`src/rtl/i2c_pkg.sv`:
```
// Shared types for the I2C command scheduler: bus widths, FSM encoding and the
// command record carried through the FIFO.
package i2c_pkg;

  localparam int unsigned ADDR_W = 7;
  localparam int unsigned DATA_W = 8;
  localparam int unsigned CMD_W  = 1 + ADDR_W + DATA_W;

  typedef enum logic [1:0] {
    ST_IDLE      = 2'd0,
    ST_ISSUE     = 2'd1,
    ST_WAIT_DONE = 2'd2,
    ST_RESP      = 2'd3
  } state_e;

  typedef struct packed {
    logic              rw_bar;
    logic [ADDR_W-1:0] addr;
    logic [DATA_W-1:0] wdata;
  } cmd_t;

endpackage

```
`src/rtl/i2c_cmd_fifo.sv`:
```
// Small synchronous FIFO; the head entry is presented straight from the storage
// registers so a pop can load it in the same cycle.
module i2c_cmd_fifo #(
  parameter int unsigned WIDTH      = 16,
  parameter int unsigned DEPTH_LOG2 = 2
) (
  input  logic             clk,
  input  logic             reset_n,
  input  logic             push,
  input  logic             pop,
  input  logic [WIDTH-1:0] din,
  output logic [WIDTH-1:0] dout,
  output logic             full,
  output logic             empty
);

  localparam int unsigned DEPTH = 1 << DEPTH_LOG2;
  localparam int unsigned CNT_W = DEPTH_LOG2 + 1;

  logic [WIDTH-1:0]      mem [DEPTH];
  logic [DEPTH_LOG2-1:0] wr_ptr;
  logic [DEPTH_LOG2-1:0] rd_ptr;
  logic [CNT_W-1:0]      count;
  logic                  do_push_c;
  logic                  do_pop_c;

  assign empty     = (count == '0);
  assign full      = (count == CNT_W'(DEPTH));
  assign do_pop_c  = pop && !empty;
  // A full FIFO may still accept a write when the head leaves in the same cycle.
  assign do_push_c = push && (!full || do_pop_c);
  assign dout      = mem[rd_ptr];

  always_ff @(posedge clk) begin
    if (do_push_c) mem[wr_ptr] <= din;
  end

  always_ff @(posedge clk or negedge reset_n) begin
    if (!reset_n) begin
      wr_ptr <= '0;
      rd_ptr <= '0;
      count  <= '0;
    end else begin
      if (do_push_c) wr_ptr <= wr_ptr + DEPTH_LOG2'(1);
      if (do_pop_c)  rd_ptr <= rd_ptr + DEPTH_LOG2'(1);
      case ({do_push_c, do_pop_c})
        2'b10:   count <= count + CNT_W'(1);
        2'b01:   count <= count - CNT_W'(1);
        default: count <= count;
      endcase
    end
  end

endmodule

```
`src/rtl/i2c_cmd_scheduler.sv`:
```
// Queues host I2C commands and issues them one at a time to the master
// controller, returning one response (read data / timeout flag) per command.
module i2c_cmd_scheduler
  import i2c_pkg::*;
#(
  parameter int unsigned CMD_DEPTH_LOG2 = 2,
  parameter int unsigned HOLD_CYC       = 24,
  parameter int unsigned TIMEOUT_CYC    = 4096
) (
  input  logic              clk,
  input  logic              reset_n,
  input  logic              cmd_valid,
  output logic              cmd_ready,
  input  logic              cmd_rw_bar,
  input  logic [ADDR_W-1:0] cmd_addr,
  input  logic [DATA_W-1:0] cmd_wdata,
  output logic              rsp_valid,
  input  logic              rsp_ready,
  output logic [DATA_W-1:0] rsp_rdata,
  output logic              rsp_err,
  output logic              rsp_rw_bar,
  output logic              m_new_data,
  output logic              m_rw_bar,
  output logic [ADDR_W-1:0] m_addr,
  output logic [DATA_W-1:0] m_wdata,
  input  logic [DATA_W-1:0] m_rdata,
  input  logic              m_done,
  output logic              busy
);

  localparam int unsigned HOLD_W = $clog2(HOLD_CYC);
  localparam int unsigned TO_W   = $clog2(TIMEOUT_CYC);

  state_e            state;
  cmd_t              cmd_in;
  cmd_t              head;
  logic              fifo_full;
  logic              fifo_empty;
  logic              push_c;
  logic              pop_c;
  logic [HOLD_W-1:0] hold_cnt;
  logic [TO_W-1:0]   to_cnt;
  logic              done_s;
  logic              done_p;
  logic              done_rise_c;
  logic              to_hit_c;

  assign cmd_in      = '{rw_bar: cmd_rw_bar, addr: cmd_addr, wdata: cmd_wdata};
  assign cmd_ready   = !fifo_full;
  assign push_c      = cmd_valid && !fifo_full;
  assign pop_c       = (state == ST_IDLE) && !fifo_empty && !rsp_valid;
  assign busy        = (state != ST_IDLE) || !fifo_empty;
  assign done_rise_c = done_s && !done_p;
  assign to_hit_c    = (to_cnt == TO_W'(TIMEOUT_CYC - 1));

  i2c_cmd_fifo #(
    .WIDTH     (CMD_W),
    .DEPTH_LOG2(CMD_DEPTH_LOG2)
  ) u_fifo (
    .clk    (clk),
    .reset_n(reset_n),
    .push   (push_c),
    .pop    (pop_c),
    .din    (cmd_in),
    .dout   (head),
    .full   (fifo_full),
    .empty  (fifo_empty)
  );

  // Sequencer: issue pulse, completion/timeout race, response hold.
  always_ff @(posedge clk or negedge reset_n) begin
    if (!reset_n) begin
      state      <= ST_IDLE;
      hold_cnt   <= '0;
      to_cnt     <= '0;
      done_s     <= 1'b0;
      done_p     <= 1'b0;
      m_new_data <= 1'b0;
      m_rw_bar   <= 1'b0;
      m_addr     <= '0;
      m_wdata    <= '0;
      rsp_valid  <= 1'b0;
      rsp_rdata  <= '0;
      rsp_err    <= 1'b0;
      rsp_rw_bar <= 1'b0;
    end else begin
      done_s <= m_done;
      done_p <= done_s;
      case (state)
        ST_IDLE: begin
          hold_cnt <= '0;
          to_cnt   <= '0;
          if (pop_c) begin
            m_rw_bar   <= head.rw_bar;
            m_addr     <= head.addr;
            m_wdata    <= head.wdata;
            m_new_data <= 1'b1;
            state      <= ST_ISSUE;
          end
        end
        ST_ISSUE: begin
          if (to_hit_c) begin
            m_new_data <= 1'b0;
            rsp_valid  <= 1'b1;
            rsp_err    <= 1'b1;
            rsp_rdata  <= '0;
            rsp_rw_bar <= m_rw_bar;
            state      <= ST_RESP;
          end else begin
            to_cnt <= to_cnt + TO_W'(1);
            if (hold_cnt == HOLD_W'(HOLD_CYC - 1)) begin
              m_new_data <= 1'b0;
              state      <= ST_WAIT_DONE;
            end else begin
              hold_cnt <= hold_cnt + HOLD_W'(1);
            end
          end
        end
        ST_WAIT_DONE: begin
          // A fresh edge beats a timeout landing in the same cycle.
          if (done_rise_c) begin
            rsp_valid  <= 1'b1;
            rsp_err    <= 1'b0;
            rsp_rdata  <= m_rw_bar ? m_rdata : '0;
            rsp_rw_bar <= m_rw_bar;
            state      <= ST_RESP;
          end else if (to_hit_c) begin
            rsp_valid  <= 1'b1;
            rsp_err    <= 1'b1;
            rsp_rdata  <= '0;
            rsp_rw_bar <= m_rw_bar;
            state      <= ST_RESP;
          end else begin
            to_cnt <= to_cnt + TO_W'(1);
          end
        end
        ST_RESP: begin
          if (rsp_ready) begin
            rsp_valid <= 1'b0;
            state     <= ST_IDLE;
          end
        end
        default: state <= ST_IDLE;
      endcase
    end
  end

endmodule
```
`config.mk`:
```
export PLATFORM = sky130hd
export DESIGN_NAME = i2c_cmd_scheduler
export DESIGN_NICKNAME = d
export VERILOG_FILES = /design/src/rtl/i2c_pkg.sv /design/src/rtl/i2c_cmd_fifo.sv /design/src/rtl/i2c_cmd_scheduler.sv
export SDC_FILE = /design/constraint.sdc
export NUM_CORES = 1
export LEC_CHECK = 0
export BUFFER_PORTS_ARGS = -buffer_cell sky130_fd_sc_hd__buf_2
export CAP_MARGIN = 30
export CORE_UTILIZATION = 45
export CTS_CLUSTER_DIAMETER = 150
export CTS_CLUSTER_SIZE = 30
export DETAILED_ROUTE_END_ITERATION = 8
export PLACE_DENSITY = 0.61
export SYNTH_ARGS = -nofsm -noshare
export SYNTH_HDL_FRONTEND = slang
export SYNTH_SLANG_ARGS = --single-unit
```
`constraint.sdc`:
```
create_clock -name clk -period 3.3 [get_ports clk]
set_input_delay 0.33 -clock clk [delete_from_list [all_inputs] [get_ports clk]]
set_output_delay 0.33 -clock clk [all_outputs]
set_load 0.02 [all_outputs]
```
==> results of run 1 <==
worst max-delay path, stage by stage, from the launching register on:
cell	delay, ns
dfrtp_1	0.40
inv_1	0.15
ha_1	0.22
nor3b_2	0.21
ha_1	0.21
inv_1	0.06
fa_1	0.37
xor2_1	0.15
nor2_1	0.11
xor2_1	0.17
final timing paths:
path / cells after the start / from / endpoint / slack (ns)
min: 2 / m_rdata[5] / rsp_rdata[5]$_DFFE_PN0P_ / 0.03
min in group asynchronous: 2 / reset_n / rsp_rdata[1]$_DFFE_PN0P_ / 0.31
max: 9 / state[0]$_DFFE_PN0P_ / u_fifo.count[2]$_DFFE_PN0P_ / 1.18
max in group asynchronous: 3 / reset_n / hold_cnt[3]$_DFFE_PN0P_ / 2.13
min reg2reg: 0 / done_s$_DFF_PN0_ / done_p$_DFF_PN0_ / 0.42
max reg2reg: 9 / state[0]$_DFFE_PN0P_ / u_fifo.count[2]$_DFFE_PN0P_ / 1.18
final cells by class:
class,instances,share of cell area
timing repair buffer,79,0.0797
clock inverter,10,0.0174
clock buffer,21,0.0693
tap,140,0.0283
inverter,12,0.00728
sequential,120,0.537
multi-input combinational,176,0.261
state kept, by name, summed over array words and instances, names as in the netlist:
name	cells
u_fifo.rd_ptr	2
hold_cnt	5
u_fifo.wr_ptr	2
m_rw_bar	1
rsp_valid	1
rsp_rw_bar	1
m_new_data	1
rsp_err	1
to_cnt	12
m_wdata	8
u_fifo.count	3
u_fifo.mem	64
done_s	1
done_p	1
state	2
m_addr	7
rsp_rdata	8
per-stage QoR:
| step | util | cells | hold slack (ns) | worst slack, ns |
|---|---|---|---|---|
| floorplan | - | 321 | 0.0344 | 1.10 |
| global route | 0.568 | 558 | 0.000777 | 1.03 |
| global placement | 0.503 | 509 | 0.321 | 1.27 |
| detailed placement | 0.503 | 509 | 0.324 | 1.19 |
| CTS | 0.567 | 556 | 0.000525 | 1.18 |
| finish | 0.568 | 558 | 0.0307 | 1.18 |
synth_stat cells, types with 2 or more instances:
cell	number
o211ai_1	5
mux4_2	16
mux2_1	3
buf_2	6
nand3_1	10
o22a_1	2
clkbuf_1	3
a211o_1	2
dfrtp_1	56
o21ai_0	6
and4_4	2
inv_1	12
or3_1	2
xor2_1	4
xnor2_1	3
o31ai_1	5
nor2_1	6
or2_1	2
nand2_1	13
edfxtp_1	64
a22o_1	8
mux2i_1	2
and3_1	7
ha_1	12
mux2_2	16
buf_6	3
a21oi_1	9
or4_1	6
o21ai_1	4
nand2b_1	6
metal layers:
layer	vias up	part of all wire	GRT usage
met2	48	0.52	0.295
li1	1421	-	-
met3	9	0.037	0.0717
met5	-	0	0
met4	0	0.0088	0.0724
met1	1477	0.43	0.208
timing repair:
action                                 in CTS  in global routing
setup endpoints to repair                   0                  0
endpoints found under the hold margin      64                  3
hold buffers                               16                  2
resized for setup                           0                  0
report_power, final:
part           total (mW)  internal [mW]  switching (mW)  leakage (nW)
clock                1.68           1.06           0.619         0.261
combinational        1.72          0.790           0.933         0.958
sequential           2.29           2.01           0.277          1.30
kinds of logic after synthesis:
logic type,Yosys count
XOR/XNOR,7
AND/OR/NAND/NOR,67
buffers and inverters,25
flip-flops,120
adder cells (fa/ha/maj),13
multiplexers,37
AO/OA/AOI/OAI,52
==> impl_metrics.json, run 1 <==
{
  "dp_hpwl_um": 5910,
  "numPortBuffers": 58,
  "synthAdderAreaFrac": 0.0336,
  "synthTopCellsByArea": "edfxtp_1, dfrtp_1, mux4_2, mux2_2, ha_1",
  "cts_buffer_depth": 2,
  "synthArstFlopShare": 0.467,
  "cts_tree": "done",
  "grt.overflow.total": 0,
  "grt_usage": 0.179,
  "drt-total-wl_um": 9170,
  "cts.sinks": 120,
  "regArea_um2": 3320,
  "cts_buffers": 17,
  "nNetsFinal": 448,
  "ys.flop_type": "edfxtp_1",
  "cts-root-buf": "clkbuf_8",
  "final_cell_mix": "edfxtp_1, buf_2, dfrtp_1",
  "hold_viol_final": 0,
  "globalplace.congestion": 0.793,
  "avgSynthCellArea_um2": 15.8,
  "synth_mux_area_frac": 0.117,
  "design_area_um2": 6190,
  "required_ns": 3.74,
  "synth_seq_cells": 120,
  "rows": 38,
  "final_common_cell": "edfxtp_1",
  "status": "complete, no violations",
  "relSlewSlack": 0.392,
  "avgRoutedWirePerCell_um": 16.4,
  "grt_max_degree": 38,
  "pwr_density_cell_nw_per_um2": 919,
  "synth_cells": 321,
  "die_y_um": 108,
  "synth_top_family_by_area": "multiplexers",
  "worstMarginPinSlew_ns": 0.912,
  "dpl_cell_area_um2": 5470,
  "drive_above_1_share": 0.301,
  "firstDrtPassIters": 4,
  "nFillCells": 868,
  "crit_path_end_kind": "register",
  "drtIter0Drc": 151,
  "setup_viol": 0,
  "antenna_found_initial": 0,
  "syn_nets": 363,
  "multiInputGateArea_um2": 1620,
  "yosysWarnings": 0,
  "slew_violations": 0,
  "drv_cap": 0,
  "coreArea_um2": 10900,
  "finalCritPeriodShare": 0.642,
  "start_util": 0.465,
  "critical_path_arrival_ns": 2.56,
  "timing.fmax_ghz": 0.472,
  "synth_top_area_cell": "edfxtp_1",
  "syn2layout_area_growth_pct": 22.3,
  "path_max_fanout": 5,
  "grt_pass1_wl_um": 15000,
  "route.antenna.remaining_nets": 0,
  "dr_total_vias": 2955,
  "yosys.area_share.simple": 0.0803,
  "ios": 59,
  "vdd_drop_max_v": 0.000581,
  "die-area_um2": 11700,
  "finClkSkew_ns": 0.00654,
  "ys_seq_area_frac": 0.657,
  "path_clk_slew_ns": 0.05,
  "post-route-drc-count": 0,
  "post-route-min-period_ns": 2.12,
  "grt_pass1_vias": 3052,
  "antenna_cells": 0,
  "synth_top_area_frac": 0.380,
  "post_cts_buffers": 0,
  "worst_hold_path_type": "input pin to register",
  "synth_compound_area_frac": 0.0747,
  "p_leak_nw": 2.51,
  "crit_type": "register to register",
  "rsz0062_at_grt": "no",
  "power.total_mw": 5.69,
  "htreeDepth": 4,
  "cp-start-kind": "register",
  "avgViaCountPerCell": 5.30,
  "synth_edf_count": 64,
  "tns_ns": 0,
  "syn-cell-area_um2": 5060,
  "yosys.cell_types.count": 56,
  "die_x_um": 108,
  "clk_latency_ns": 0.52,
  "synth_xor_area_frac": 0.0121
}
Note: power is estimated with default switching activity, not from simulation.
==> run 2, diff against run 1 <==
==> constraint.sdc (replaced) <==
create_clock -name clk -period 2.1 [get_ports clk]
set_input_delay 0.21 -clock clk [delete_from_list [all_inputs] [get_ports clk]]
set_output_delay 0.21 -clock clk [all_outputs]
set_load 0.02 [all_outputs]
==> run 2 against run 1 <==
Worst hold slack better by 0.090 ns. Global-route usage is 0.87 points higher. Wire length is 6.3% higher. Maximum frequency is 4.4% higher. Utilization is 2.7 points higher. Cell area is 4.7% higher. Total power is 66% higher. Setup slack worse by 1.1 ns. Count of clock-buffer cells in the layout is 3 lower. Flip-flop and latch count stayed put. Critical endpoint is now to_cnt[10]$_DFFE_PN0P_. Highest routed layer unchanged.
==> impl_metrics.json, run 2 (synthesized netlist as in run 1, its figures left out) <==
{
  "grt_max_degree": 57,
  "post-route-min-period_ns": 2.03,
  "nNetsFinal": 473,
  "die-area_um2": 11700,
  "timing.fmax_ghz": 0.493,
  "slew_violations": 0,
  "firstDrtPassIters": 4,
  "setup_viol": 0,
  "cts_buffers": 17,
  "path_clk_slew_ns": 0.06,
  "die_x_um": 108,
  "p_comb_frac": 0.341,
  "hold-worst-slack_ns": 0.121,
  "die_y_um": 108,
  "p_leak_nw": 2.64,
  "grt_busiest_layer": "met2",
  "final_common_cell": "edfxtp_1",
  "pwr-share-clk": 0.291,
  "relSlewSlack": 0.580,
  "path_max_fanout": 7,
  "worst_hold_path_type": "input pin to register",
  "grt_use_met3": 0.0567,
  "cts_tree": "done",
  "worstMarginPinSlew_ns": 0.627,
  "rows": 38,
  "pwr_density_cell_nw_per_um2": 1460,
  "place_inst": 520,
  "crit_type": "register to register",
  "coreArea_um2": 10900,
  "critical_path_arrival_ns": 2.47,
  "hold_viol_final": 0,
  "grt_pass1_wl_um": 16000,
  "drive_above_1_share": 0.349,
  "top_regs": "u_fifo.mem: 64 flops, to_cnt: 12 flops",
  "finClkSkew_ns": 0.00399,
  "post-route-drc-count": 0,
  "htreeDepth": 4,
  "largest-register": "u_fifo.mem",
  "grt_usage": 0.188,
  "syn2layout_area_growth_pct": 28.0,
  "avgRoutedWirePerCell_um": 16.7,
  "r2r-end": "to_cnt[10]$_DFFE_PN0P_",
  "r2r_cells": 7,
  "vdd_drop_max_v": 0.000789,
  "clk_latency_ns": 0.51,
  "power.total_mw": 9.43,
  "route.antenna.remaining_nets": 0,
  "globalplace.congestion": 0.781,
  "drt-total-wl_um": 9750,
  "antenna_found_initial": 0,
  "required_ns": 2.54,
  "drv_cap": 0,
  "dr_total_vias": 3059,
  "met2_usage": 0.323,
  "grt_pass1_vias": 3242,
  "crit_end": "to_cnt[10]$_DFFE_PN0P_",
  "antenna_cells": 0,
  "ios": 59,
  "r2r_start": "state[0]$_DFFE_PN0P_",
  "start_util": 0.465,
  "cts_buffer_depth": 2,
  "switching_share": 0.326,
  "cts-root-buf": "clkbuf_8",
  "cp-start-kind": "register",
  "cts.sinks": 120,
  "nFillCells": 830,
  "reg2reg_setup_slack_ns": 0.07,
  "holdCritStartpoint": "cmd_valid",
  "crit_path_end_kind": "register",
  "dp_hpwl_um": 5980,
  "power_frac_seq": 0.369,
  "drtIter0Drc": 118,
  "final_cells": 584,
  "grt.met1_usage": 0.222,
  "p_int_mw": 6.36,
  "status": "complete, no violations",
  "grt.overflow.total": 0,
  "p_sw_mw": 3.08,
  "largest_reg_flops": 64,
  "critical_path.startpoint": "state[0]$_DFFE_PN0P_",
  "finalCritPeriodShare": 0.967,
  "numPortBuffers": 58,
  "final_cell_mix": "edfxtp_1, buf_2, dfrtp_1",
  "avgViaCountPerCell": 5.24
}
## run 2: cell types whose count changed in the layout (fill, tap and decap cells not counted), sizes merged
| cell | before | now |
|---|---|---|
| clkinv | 7 | 5 |
| dlygate4sd3 | 18 | 26 |
| buf | 61 | 78 |
| inv | 12 | 14 |
| clkbuf | 21 | 18 |
| clkinvlp | 1 | 5 |
## run 2: worst min-delay path by stage
stage | slack [ns] | to | depth (start not counted)
floorplan | -0.09 | done_p$_DFF_PN0_ | 0
global placement | 0.24 | rsp_rdata[6]$_DFFE_PN0P_ | 2
detailed placement | 0.24 | rsp_rdata[0]$_DFFE_PN0P_ | 2
CTS | 0.09 | u_fifo.wr_ptr[0]$_DFFE_PN0P_ | 3
global route | 0.12 | u_fifo.wr_ptr[0]$_DFFE_PN0P_ | 3
finish | 0.12 | u_fifo.wr_ptr[0]$_DFFE_PN0P_ | 3
## run 2: critical path: stages (launching register included)
cell and delay [ns]:
dfrtp_1 0.36, inv_2 0.07, buf_12 0.12, ha_1 0.23, and3b_2 0.28, a211o_1 0.33
or4_1 0.42, a21oi_1 0.16
## run 2: power groups by stage
stage	clock [mW]	sequential (mW)	combinational (mW)
finish	2.74	3.48	3.21
global route	2.91	3.57	3.54
CTS	2.79	3.50	3.10
detailed placement	0	3.53	3.05
global placement	0	3.51	2.99
floorplan	0	3.70	1.89
## run 2: cell type report
type / instances / area [um2] / area share
timing repair buffer: 104 / 738 / 0.114
tap: 140 / 175 / 0.0270
sequential: 120 / 3320 / 0.513
multi-input combinational: 176 / 1630 / 0.252
inverter: 12 / 45.0 / 0.00695
clock inverter: 14 / 150 / 0.0232
clock buffer: 18 / 418 / 0.0645
## run 2: repair_timing
item | in CTS | in global routing
gates resized for setup | 0 | 6
hold buffers | 26 | 0
setup buffers | 0 | 6
setup endpoints to repair | 0 | 2
hold endpoints to repair | 129 | 0
## run 2: layer usage
metal	share of wire	wire length [um]
met5	0	0
met4	0.013	131
met3	0.034	335
met2	0.52	5080
met1	0.43	4210
## run 2: through the flow
stage | setup TNS, ns | util | worst slack, ns | instance area [um2]
floorplan | 0 | - | 0.00322 | 5070
global placement | 0 | 0.513 | 0.115 | 5590
detailed placement | 0 | 0.513 | 0.0326 | 5590
CTS | 0 | 0.589 | 0.0218 | 6410
global route | -0.0680 | 0.595 | -0.0444 | 6480
finish | 0 | 0.595 | 0.0699 | 6480
